$ cat config.mk
export PLATFORM = sky130hd
export DESIGN_NAME = genpad_poll_scheduler
export DESIGN_NICKNAME = d
export VERILOG_FILES = /design/src/rtl/genesis_pad_pkg.sv /design/src/rtl/genpad_port_decoder.sv /design/src/rtl/genpad_poll_scheduler.sv
export SDC_FILE = /design/constraint.sdc
export NUM_CORES = 1
export LEC_CHECK = 0
export BUFFER_PORTS_ARGS = -buffer_cell sky130_fd_sc_hd__buf_2
export CAP_MARGIN = 0
export CORE_MARGIN = 4
export CORE_UTILIZATION = 53
export DETAILED_ROUTE_END_ITERATION = 12
export PLACE_DENSITY = 0.74
export SLEW_MARGIN = 20
export SYNTH_ARGS = -nofsm -noshare
export SYNTH_HDL_FRONTEND = slang
export SYNTH_HIERARCHICAL = 1
export SYNTH_SLANG_ARGS = --single-unit
$ cat constraint.sdc
create_clock -name iCLK -period 3.2 [get_ports iCLK]
set_input_delay 0.32 -clock iCLK [delete_from_list [all_inputs] [get_ports iCLK]]
set_output_delay 0.32 -clock iCLK [all_outputs]
set_load 0.005 [all_outputs]
$ cat src/rtl/genesis_pad_pkg.sv
// Shared encodings for the Genesis DB9 pad poll scheduler: pad type codes,
// decoded-word / pin bit positions and the per-phase select (TH) pattern.
package genesis_pad_pkg;

  typedef enum logic [1:0] {
    PAD_MS   = 2'd0,
    PAD_BTN3 = 2'd1,
    PAD_BTN6 = 2'd2,
    PAD_ERR  = 2'd3
  } pad_type_e;

  typedef enum logic [1:0] {
    S_IDLE,
    S_PHASE,
    S_GAP,
    S_COMMIT
  } sched_state_e;

  // Decoded word {Z,Y,X,M,S,C,B,A,U,D,L,R}, active-high
  localparam int unsigned DEC_R = 0;
  localparam int unsigned DEC_L = 1;
  localparam int unsigned DEC_D = 2;
  localparam int unsigned DEC_U = 3;
  localparam int unsigned DEC_A = 4;
  localparam int unsigned DEC_B = 5;
  localparam int unsigned DEC_C = 6;
  localparam int unsigned DEC_S = 7;
  localparam int unsigned DEC_M = 8;
  localparam int unsigned DEC_X = 9;
  localparam int unsigned DEC_Y = 10;
  localparam int unsigned DEC_Z = 11;

  // Pad pins {C/Start,B/A,Up/Z,Down/Y,Left/X,Right/Mode}, active-low
  localparam int unsigned PIN_RIGHT_MODE = 0;
  localparam int unsigned PIN_LEFT_X     = 1;
  localparam int unsigned PIN_DOWN_Y     = 2;
  localparam int unsigned PIN_UP_Z       = 3;
  localparam int unsigned PIN_B_A        = 4;
  localparam int unsigned PIN_C_START    = 5;

  // Bit k is the TH level driven during phase k
  localparam logic [7:0] SEL_PATTERN = 8'b0101_0101;

endpackage

$ cat src/rtl/genpad_port_decoder.sv
// Per-phase sampling and pad classification for the port currently being
// sequenced; holds the in-progress decoded word and type.
module genpad_port_decoder
  import genesis_pad_pkg::*;
(
  input  logic        clk_i,
  input  logic        rst_ni,
  input  logic        sample_i,
  input  logic [2:0]  phase_i,
  input  logic [5:0]  pins_i,
  output logic [11:0] decoded_o,
  output pad_type_e   type_o
);

  logic [11:0] dec_q, dec_d;
  pad_type_e   type_q, type_d;

  always_comb begin
    dec_d  = dec_q;
    type_d = type_q;
    if (sample_i) begin
      case (phase_i)
        // Phase 0 rewrites the whole word, so no separate clear is needed
        3'd0: begin
          dec_d        = '0;
          dec_d[DEC_C] = ~pins_i[PIN_C_START];
          dec_d[DEC_B] = ~pins_i[PIN_B_A];
          dec_d[DEC_U] = ~pins_i[PIN_UP_Z];
          dec_d[DEC_D] = ~pins_i[PIN_DOWN_Y];
          dec_d[DEC_L] = ~pins_i[PIN_LEFT_X];
          dec_d[DEC_R] = ~pins_i[PIN_RIGHT_MODE];
          type_d       = PAD_MS;
        end
        3'd1: begin
          if (!pins_i[PIN_LEFT_X] && !pins_i[PIN_RIGHT_MODE]) begin
            type_d       = PAD_BTN3;
            dec_d[DEC_S] = ~pins_i[PIN_C_START];
            dec_d[DEC_A] = ~pins_i[PIN_B_A];
          end
        end
        3'd3: begin
          if (type_q == PAD_BTN3 && (pins_i[PIN_LEFT_X] || pins_i[PIN_RIGHT_MODE]))
            type_d = PAD_ERR;
        end
        3'd5: begin
          if (type_q == PAD_BTN3 && pins_i[3:0] == 4'b0000)
            type_d = PAD_BTN6;
        end
        3'd6: begin
          if (type_q == PAD_BTN6) begin
            dec_d[DEC_Z] = ~pins_i[PIN_UP_Z];
            dec_d[DEC_Y] = ~pins_i[PIN_DOWN_Y];
            dec_d[DEC_X] = ~pins_i[PIN_LEFT_X];
            dec_d[DEC_M] = ~pins_i[PIN_RIGHT_MODE];
          end
        end
        default: ;
      endcase
    end
  end

  always_ff @(posedge clk_i or negedge rst_ni) begin
    if (!rst_ni) begin
      dec_q  <= '0;
      type_q <= PAD_MS;
    end else begin
      dec_q  <= dec_d;
      type_q <= type_d;
    end
  end

  assign decoded_o = dec_q;
  assign type_o    = type_q;

endmodule

$ cat src/rtl/genpad_poll_scheduler.sv
// Frame-synchronous poll sequencer for two Genesis pad ports: walks TH through
// the 8-phase read per enabled port and commits both results atomically.
module genpad_poll_scheduler
  import genesis_pad_pkg::*;
#(
  parameter int unsigned PHASE_TICKS  = 1000,
  parameter int unsigned READ_LATENCY = 48,
  parameter int unsigned GAP_TICKS    = 500
) (
  input  logic        iCLK,
  input  logic        iN_RESET,
  input  logic        iPOLL_REQ,
  input  logic [1:0]  iPORT_EN,
  input  logic [5:0]  iGENPAD0,
  input  logic [5:0]  iGENPAD1,
  output logic [1:0]  oGENPAD_SELECT,
  output logic [11:0] oGENPAD_DECODED0,
  output logic [11:0] oGENPAD_DECODED1,
  output logic [1:0]  oGENPAD_TYPE0,
  output logic [1:0]  oGENPAD_TYPE1,
  output logic        oBUSY,
  output logic        oPOLL_DONE
);

  localparam int unsigned CW = (PHASE_TICKS > 1) ? $clog2(PHASE_TICKS) : 1;
  localparam int unsigned GW = (GAP_TICKS > 1) ? $clog2(GAP_TICKS) : 1;
  localparam logic [CW-1:0] CNT_LAST = CW'(PHASE_TICKS - 1);
  localparam logic [CW-1:0] READ_AT  = CW'(READ_LATENCY);
  localparam logic [GW-1:0] GAP_LAST = GW'(GAP_TICKS - 1);

  sched_state_e  state_q, state_d;
  logic [CW-1:0] cnt_q, cnt_d;
  logic [GW-1:0] gap_q, gap_d;
  logic [2:0]    phase_q, phase_d;
  logic          port_q, port_d;
  logic [1:0]    en_q, en_d;
  logic          pend_q, pend_d;
  logic [1:0]    sel_q, sel_d;
  logic          commit_load;

  logic [11:0] sh_dec_q [2];
  logic [11:0] sh_dec_d [2];
  pad_type_e   sh_type_q [2];
  pad_type_e   sh_type_d [2];
  logic [11:0] out_dec_q [2];
  logic [11:0] out_dec_d [2];
  pad_type_e   out_type_q [2];
  pad_type_e   out_type_d [2];
  logic [11:0] src_dec [2];
  pad_type_e   src_type [2];

  logic [11:0] cur_dec;
  pad_type_e   cur_type;
  logic        sample;
  logic        seq_end;

  assign sample  = (state_q == S_PHASE) && (cnt_q == READ_AT);
  assign seq_end = (state_q == S_PHASE) && (cnt_q == CNT_LAST) && (phase_q == 3'd7);

  genpad_port_decoder u_decoder (
    .clk_i     (iCLK),
    .rst_ni    (iN_RESET),
    .sample_i  (sample),
    .phase_i   (phase_q),
    .pins_i    (port_q ? iGENPAD1 : iGENPAD0),
    .decoded_o (cur_dec),
    .type_o    (cur_type)
  );

  always_comb begin
    state_d     = state_q;
    cnt_d       = cnt_q;
    gap_d       = gap_q;
    phase_d     = phase_q;
    port_d      = port_q;
    en_d        = en_q;
    pend_d      = pend_q;
    commit_load = 1'b0;
    case (state_q)
      // A pending request launches straight out of COMMIT, no IDLE cycle
      S_IDLE, S_COMMIT: begin
        state_d = S_IDLE;
        if (iPOLL_REQ || pend_q) begin
          pend_d  = 1'b0;
          en_d    = iPORT_EN;
          cnt_d   = '0;
          phase_d = '0;
          port_d  = ~iPORT_EN[0];
          state_d = (iPORT_EN == 2'b00) ? S_COMMIT : S_PHASE;
        end
      end
      S_PHASE: begin
        if (iPOLL_REQ) pend_d = 1'b1;
        cnt_d = cnt_q + 1'b1;
        if (cnt_q == CNT_LAST) begin
          cnt_d   = '0;
          phase_d = phase_q + 3'd1;
          if (phase_q == 3'd7) begin
            if (!port_q && en_q[1]) begin
              state_d = S_GAP;
              gap_d   = '0;
            end else begin
              state_d     = S_COMMIT;
              commit_load = 1'b1;
            end
          end
        end
      end
      S_GAP: begin
        if (iPOLL_REQ) pend_d = 1'b1;
        gap_d = gap_q + 1'b1;
        if (gap_q == GAP_LAST) begin
          state_d = S_PHASE;
          port_d  = 1'b1;
          phase_d = '0;
          cnt_d   = '0;
        end
      end
      default: state_d = S_IDLE;
    endcase
  end

  always_comb begin
    sel_d = '1;
    if (state_d == S_PHASE) sel_d[port_d] = SEL_PATTERN[phase_d];
  end

  // The finishing port's result is still in the decoder at commit time
  always_comb begin
    src_dec[0]  = port_q ? sh_dec_q[0]  : cur_dec;
    src_type[0] = port_q ? sh_type_q[0] : cur_type;
    src_dec[1]  = port_q ? cur_dec      : sh_dec_q[1];
    src_type[1] = port_q ? cur_type     : sh_type_q[1];
    for (int unsigned i = 0; i < 2; i++) begin
      sh_dec_d[i]   = sh_dec_q[i];
      sh_type_d[i]  = sh_type_q[i];
      out_dec_d[i]  = out_dec_q[i];
      out_type_d[i] = out_type_q[i];
      if (commit_load) begin
        if (!en_q[i]) begin
          out_dec_d[i]  = '0;
          out_type_d[i] = PAD_MS;
        end else if (src_type[i] == PAD_ERR) begin
          out_type_d[i] = PAD_ERR;
        end else begin
          out_dec_d[i]  = src_dec[i];
          out_type_d[i] = src_type[i];
        end
      end
    end
    if (seq_end) begin
      sh_dec_d[port_q]  = cur_dec;
      sh_type_d[port_q] = cur_type;
    end
  end

  always_ff @(posedge iCLK or negedge iN_RESET) begin
    if (!iN_RESET) begin
      state_q <= S_IDLE;
      cnt_q   <= '0;
      gap_q   <= '0;
      phase_q <= '0;
      port_q  <= 1'b0;
      en_q    <= '0;
      pend_q  <= 1'b0;
      sel_q   <= '1;
      for (int unsigned i = 0; i < 2; i++) begin
        sh_dec_q[i]   <= '0;
        sh_type_q[i]  <= PAD_MS;
        out_dec_q[i]  <= '0;
        out_type_q[i] <= PAD_MS;
      end
    end else begin
      state_q <= state_d;
      cnt_q   <= cnt_d;
      gap_q   <= gap_d;
      phase_q <= phase_d;
      port_q  <= port_d;
      en_q    <= en_d;
      pend_q  <= pend_d;
      sel_q   <= sel_d;
      for (int unsigned i = 0; i < 2; i++) begin
        sh_dec_q[i]   <= sh_dec_d[i];
        sh_type_q[i]  <= sh_type_d[i];
        out_dec_q[i]  <= out_dec_d[i];
        out_type_q[i] <= out_type_d[i];
      end
    end
  end

  assign oGENPAD_SELECT   = sel_q;
  assign oGENPAD_DECODED0 = out_dec_q[0];
  assign oGENPAD_DECODED1 = out_dec_q[1];
  assign oGENPAD_TYPE0    = out_type_q[0];
  assign oGENPAD_TYPE1    = out_type_q[1];
  assign oBUSY            = (state_q != S_IDLE);
  assign oPOLL_DONE       = (state_q == S_COMMIT);

endmodule

Word-level counts from Yosys, hierarchy flattened
Memories as Yosys holds them, arrays and structs flattened.
Cells that the tools add are included.
Operators by class
  reduce and logical (&&, ||, !) cells: 35
  add/subtract/negate cells: 3
  bitwise gates (word level): 10
  eq/ne operators: 28
  mux-type cells: 62
  magnitude comparators: 5
Operators by type and width (count)
  12-bit 2-to-1 mux: 7
  2-bit 2-to-1 mux: 16
  10-bit 2-to-1 mux: 3
  10-bit one-hot mux with 3 select lines: 1
  9-bit 2-to-1 mux: 3
  24-bit bitwise mux: 1
  9-bit one-hot mux with 2 select lines: 1
  2-bit by 1-bit inequality test with 1-bit output (second input constant): 8
  1-bit 2-to-1 mux: 13
  12-bit demux with 1-bit select: 1
  2-bit AND reduction: 6
  10-bit by 1-bit adder with 10-bit output (second input constant): 1
  10-bit == test (second input constant): 1
  10-bit by 6-bit == test with 1-bit output (second input constant): 1
  2-bit == test (second input constant): 5
  9-bit by 1-bit adder with 9-bit output (second input constant): 1
  3-bit == test (second input constant): 3
  9-bit == test (second input constant): 1
  1-bit logical AND: 9
  3-bit 2-to-1 mux: 3
  3-bit one-hot mux with 3 select lines: 1
  2-bit inequality test (second input constant): 4
  1-bit one-hot mux with 2 select lines: 4
  2-bit one-hot mux with 4 select lines: 1
  31 further kinds: 48
Word-level totals
  memories kept: 1
  output and inout bits: 32
  bits in read-only memories: 8
  input bits: 17
  register bits: 100
Memory list
  (name not given): words 8, bits a word 1, rd ports 1, clocked after Yosys merged registers in 0, write ports 0, RTL line genpad_poll_scheduler.sv:125  | if (state_d == S_PHASE) sel_d[port_d] = SEL_PATTERN[phase_d];

Depth between registers and ports, before layout
  word-level depth: 10
  mapped depth: 10

By module
The synthesis kept the hierarchy.
By module, submodules not included
  genpad_poll_scheduler: cells each 333, times used 1, area an instance 3687.3 um^2
  genpad_port_decoder: cells each 71, times used 1, area an instance 683.2 um^2

Worst setup path after synthesis
OpenSTA, ideal clock, no wires.
  kind: reg-to-reg
  start point: reg port_q
  end point: reg u_decoder.type_q[0] (netlist: u_decoder/type_o[0])
  data arrival time: 2519 ps
  cell stages (with the launch flop): 9
  setup slack: 560 ps
  period minus slack after synthesis: 2640 ps
  cells stage by stage: dfrtp_1 > clkbuf_1 > clkbuf_1 > clkbuf_1 > mux2_2 > or4_4 > o211ai_1 > nand4_1 > o2bb2ai_1
Between the ends
  word-level cells in the longest chain between the ends: 5
  elaborated cells on any way between the ends: 12
Ends and longest elaborated chain
  start, declared: RTL line genpad_poll_scheduler.sv:35  | logic port_q, port_d;
  start signal, assigned: RTL line genpad_poll_scheduler.sv:178  | port_q <= port_d;
  6-bit 2-to-1 mux *: RTL line genpad_poll_scheduler.sv:65  | .pins_i (port_q ? iGENPAD1 : iGENPAD0),
  4-bit logical NOT, or another cell as far along: RTL line genpad_port_decoder.sv:46  | if (type_q == PAD_BTN3 && pins_i[3:0] == 4'b0000)
  1-bit logical AND, on equally long branches: RTL line genpad_port_decoder.sv:46, genpad_port_decoder.sv:35, genpad_port_decoder.sv:42
  2-bit by 1-bit inequality test with 1-bit output (no source line)
  5-bit AND reduction (no source line) *
  end signal, assigned: RTL line genpad_port_decoder.sv:68  | type_q <= type_d;
  end, declared: RTL line genpad_port_decoder.sv:16  | pad_type_e type_q, type_d;
Every way passes the cells marked *; elsewhere a longest branch is shown, timed or not.
A chain may end at the register's enable or synchronous reset.

Final worst setup path
  start point: reg cnt_q[0]
  end point: reg sh_type_q[2] in the netlist's numbering
Between the ends
  word-level cells in the longest chain between the ends: 3
Ends and longest elaborated chain
  start, declared: RTL line genpad_poll_scheduler.sv:32  | logic [CW-1:0] cnt_q, cnt_d;
  start signal, assigned: RTL line genpad_poll_scheduler.sv:175  | cnt_q <= cnt_d;
  10-bit == test: RTL line genpad_poll_scheduler.sv:58  | assign seq_end = (state_q == S_PHASE) && (cnt_q == CNT_LAST) && (phase_q == 3'd7);
  1-bit logical AND (2 in a row): RTL line genpad_poll_scheduler.sv:58
  end signal, assigned by index: RTL line genpad_poll_scheduler.sv:184  | sh_type_q[i] <= sh_type_d[i];
  end, declared: RTL line genpad_poll_scheduler.sv:43  | pad_type_e sh_type_q [2];
Every way passes these cells.

==> flow_metrics.py <==
metrics = {
    "routing": {
        "wl_um": 9070,
        "dr.pass1.iters": 5,
        "viasPerCell": 5.87,
        "drc": 0,
        "top_layer": "met4",
        "drt-met1-wl_um": 4410,
        "initialDrtViolationCount": 216,
        "route.met3.wl_um": 378,
        "routedWlPerCell_um": 16.2,
        "vias": 3280,
        "wl_met2_um": 4200,
        "postRouteAntennaNets": 0,
    },
    "worst_setup_path": {
        "worst-path-stages": 6,
        "cp_max_fo": 14,
        "start_kind": "register",
        "path_cells": "ha_1, nand4b_4, nor3_4, nand3_2, nor2_2, mux2_2",
        "path_buf_inv": 0,
        "crit_type": "register to register",
        "critical_path.top_delay_family": "simple AND/OR/NAND/NOR gates",
        "slowest_stage": "nor2_2",
        "r2r_cells": 6,
        "crit_required_ps": 3440,
        "worstSetupEndpointType": "register",
        "cp.arrival_ps": 2790,
        "slowest_delay_ps": 560,
    },
    "timing": {
        "drv_slew": 0,
        "worst_slack_ps": 654,
        "fin_crit_ps": 2550,
        "worst_pin_slew_ps": 667,
        "period_share_pct": 79.6,
        "fin_setup_tns_ps": 0,
        "setup_viol": 0,
        "rsz0062_at_grt": "no",
        "max_slew_margin_pct": 55.5,
        "hold_viol_final": 0,
        "fmax_mhz": 393,
        "finClkSkew_ps": 7.46,
    },
    "grt": {
        "grt_pass1_vias": 3123,
        "antenna_found_initial": 0,
        "grt_usage_pct": 19.7,
        "grt_max_degree": 33,
        "grt_pass1_wl_um": 15700,
        "grt_overflow": 0,
    },
    "min_path": {
        "worst_hold_path_type": "primary input to register",
        "min_path_cells": 2,
    },
    "power_and_ir_drop": {
        "p_per_area_nw_per_um2": 586,
        "p_leak_nw": 2.33,
        "max-vdd-ir-drop_uv": 259,
    },
    "final_layout": {
        "drive_above_1_share_pct": 27.4,
        "diodes": 0,
        "final_net_count": 478,
        "final_common_cell": "dfrtp_1",
        "area_growth_pct": 12.3,
        "final_cell_mix": "84 x dfrtp_1, 47 x buf_2, 36 x mux2_2",
    },
    "logic_synthesis": {
        "synth.avg_cell_area_um2": 10.8,
        "syn_area_um2": 4370,
        "ys_ff_latch": 86,
        "yosysWarnings": 6,
        "netlist_instances": 404,
        "synth_ff_type": "dfrtp_1",
        "ys_types": 60,
        "synth_fp_nets": 430,
        "synth-async-reset-ratio_pct": 100,
        "ys_seq_area_share_pct": 49.3,
        "synth_edf_count": 0,
    },
    "cts": {
        "cts_buffers": 9,
        "clk_pin_slew_ps": 90,
        "cts_setup_buffers": 0,
        "ctsHtreeMaxLevel": 3,
        "clk_path_buf_depth": 2,
        "insertion_delay_ps": 350,
        "cts_tree": "yes",
        "cts_sinks": 86,
        "cts_root_buf": "clkbuf_8",
    },
    "placement": {
        "dp_worst_setup_slack_ps": 645,
        "port_buffers": 48,
        "gp_congestion": 0.871,
        "post-dp-hpwl_um": 6580,
    },
    "die": {
        "ios": 49,
        "placementRows": 32,
        "core_area_um2": 7890,
        "dieArea_um2": 9760,
        "die_h_um": 98.8,
        "die_w_um": 98.8,
        "start_util_pct": 55.4,
    },
    "flow_run": {
        "maxCapViolCount": 0,
    },
    "run_status": {
        "status": "complete, no violations",
    },
}
-- worst paths after layout --
kind	slack [ps]	start	to
max	650	cnt_q[0]$_DFFE_PN0P_	sh_type_q[2]$_DFFE_PN0P_
min	240	iPORT_EN[1]	en_q[1]$_DFFE_PN0P_
max reg2reg	650	cnt_q[0]$_DFFE_PN0P_	sh_type_q[2]$_DFFE_PN0P_
min reg2reg	480	oGENPAD_TYPE0[1]$_DFFE_PN0P_	oGENPAD_TYPE0[1]$_DFFE_PN0P_
max in group asynchronous	2050	iN_RESET	sh_dec_q[17]$_DFFE_PN0P_
min in group asynchronous	440	iN_RESET	cnt_q[8]$_DFFE_PN0P_
-- repair_timing --
item / CTS / global route
hold endpoints to repair: 28 / 0
hold buffers: 1 / 0
gates resized for setup: 0 / 0
setup endpoints to repair: 0 / 0
-- state kept, by name (all words and copies together) (netlist names) --
register / flops
cnt_q: 10
u_decoder/type_o: 2
oGENPAD_TYPE1: 2
port_q: 1
oGENPAD_DECODED0: 12
sh_type_q: 2
gap_q: 9
oGENPAD_DECODED1: 12
phase_q: 3
state_q: 2
pend_q: 1
sh_dec_q: 12
u_decoder/decoded_o: 12
oGENPAD_SELECT: 2
oGENPAD_TYPE0: 2
en_q: 2
-- through the flow --
| step | std cells | cell area [µm²] | hold WS, ps | util, % | total power, mW |
|---|---|---|---|---|---|
| 6_report | 559 | 4910 | 237 | 62.2 | 2.88 |
| 3_3_place_gp | 542 | 4690 | 275 | 59.5 | 2.08 |
| 3_5_place_dp | 542 | 4690 | 281 | 59.5 | 2.10 |
| 2_1_floorplan | 404 | 4370 | 24.4 | - | 1.89 |
| 4_1_cts | 559 | 4910 | 221 | 62.2 | 2.89 |
| 5_1_grt | 559 | 4910 | 232 | 62.2 | 3.07 |
-- cell type report --
cell class                 instances  area [µm²]
fill                             638        2980
sequential                        86        2150
multi-input combinational        286        2070
timing repair buffer              54         290
tap                              102         128
clock buffer                       9         124
clock inverter                     7        80.1
inverter                          15        56.3
-- layer usage --
metal	global-route usage (%)	vias up
met1	29.5	1610
li1	-	1579
met5	0	-
met3	3.75	8
met4	5.04	0
met2	29.6	83
-- kinds of logic (layout without fill, tap and decap cells) --
family / count (synthesis) / after routing / synth area share [%]
AOI/OAI and AO/OA: 98 / 98 / 15.1
DFF: 86 / 86 / 49.3
and+or+nand+nor: 128 / 128 / 17.1
adders and majority gates: 9 / 9 / 2.58
muxes: 51 / 51 / 12.7
buffers and inverters: 32 / 85 / 3.23
-- Yosys cell counts, types with 11 or more instances --
cell type  instances  share of area (%)
nor2_1            14                1.2
a21oi_1           11                1.3
dfrtp_1           84                 48
nor2b_1           18                2.6
o21ai_0           32                3.7
mux2i_1           15                3.4
nand3_1           11                1.3
nand2_1           35                3.0
o31ai_1           13                2.2
a22o_1            16                3.2
inv_1             14                1.2
mux2_2            36                9.3
-- report_power, final --
part / internal [mW] / leakage [nW] / switching (mW)
registers: 1.15 / 1.12 / 0.0958
clock network: 0.372 / 0.102 / 0.415
logic: 0.342 / 1.11 / 0.502
No activity file was read; power rests on OpenSTA's default activity.
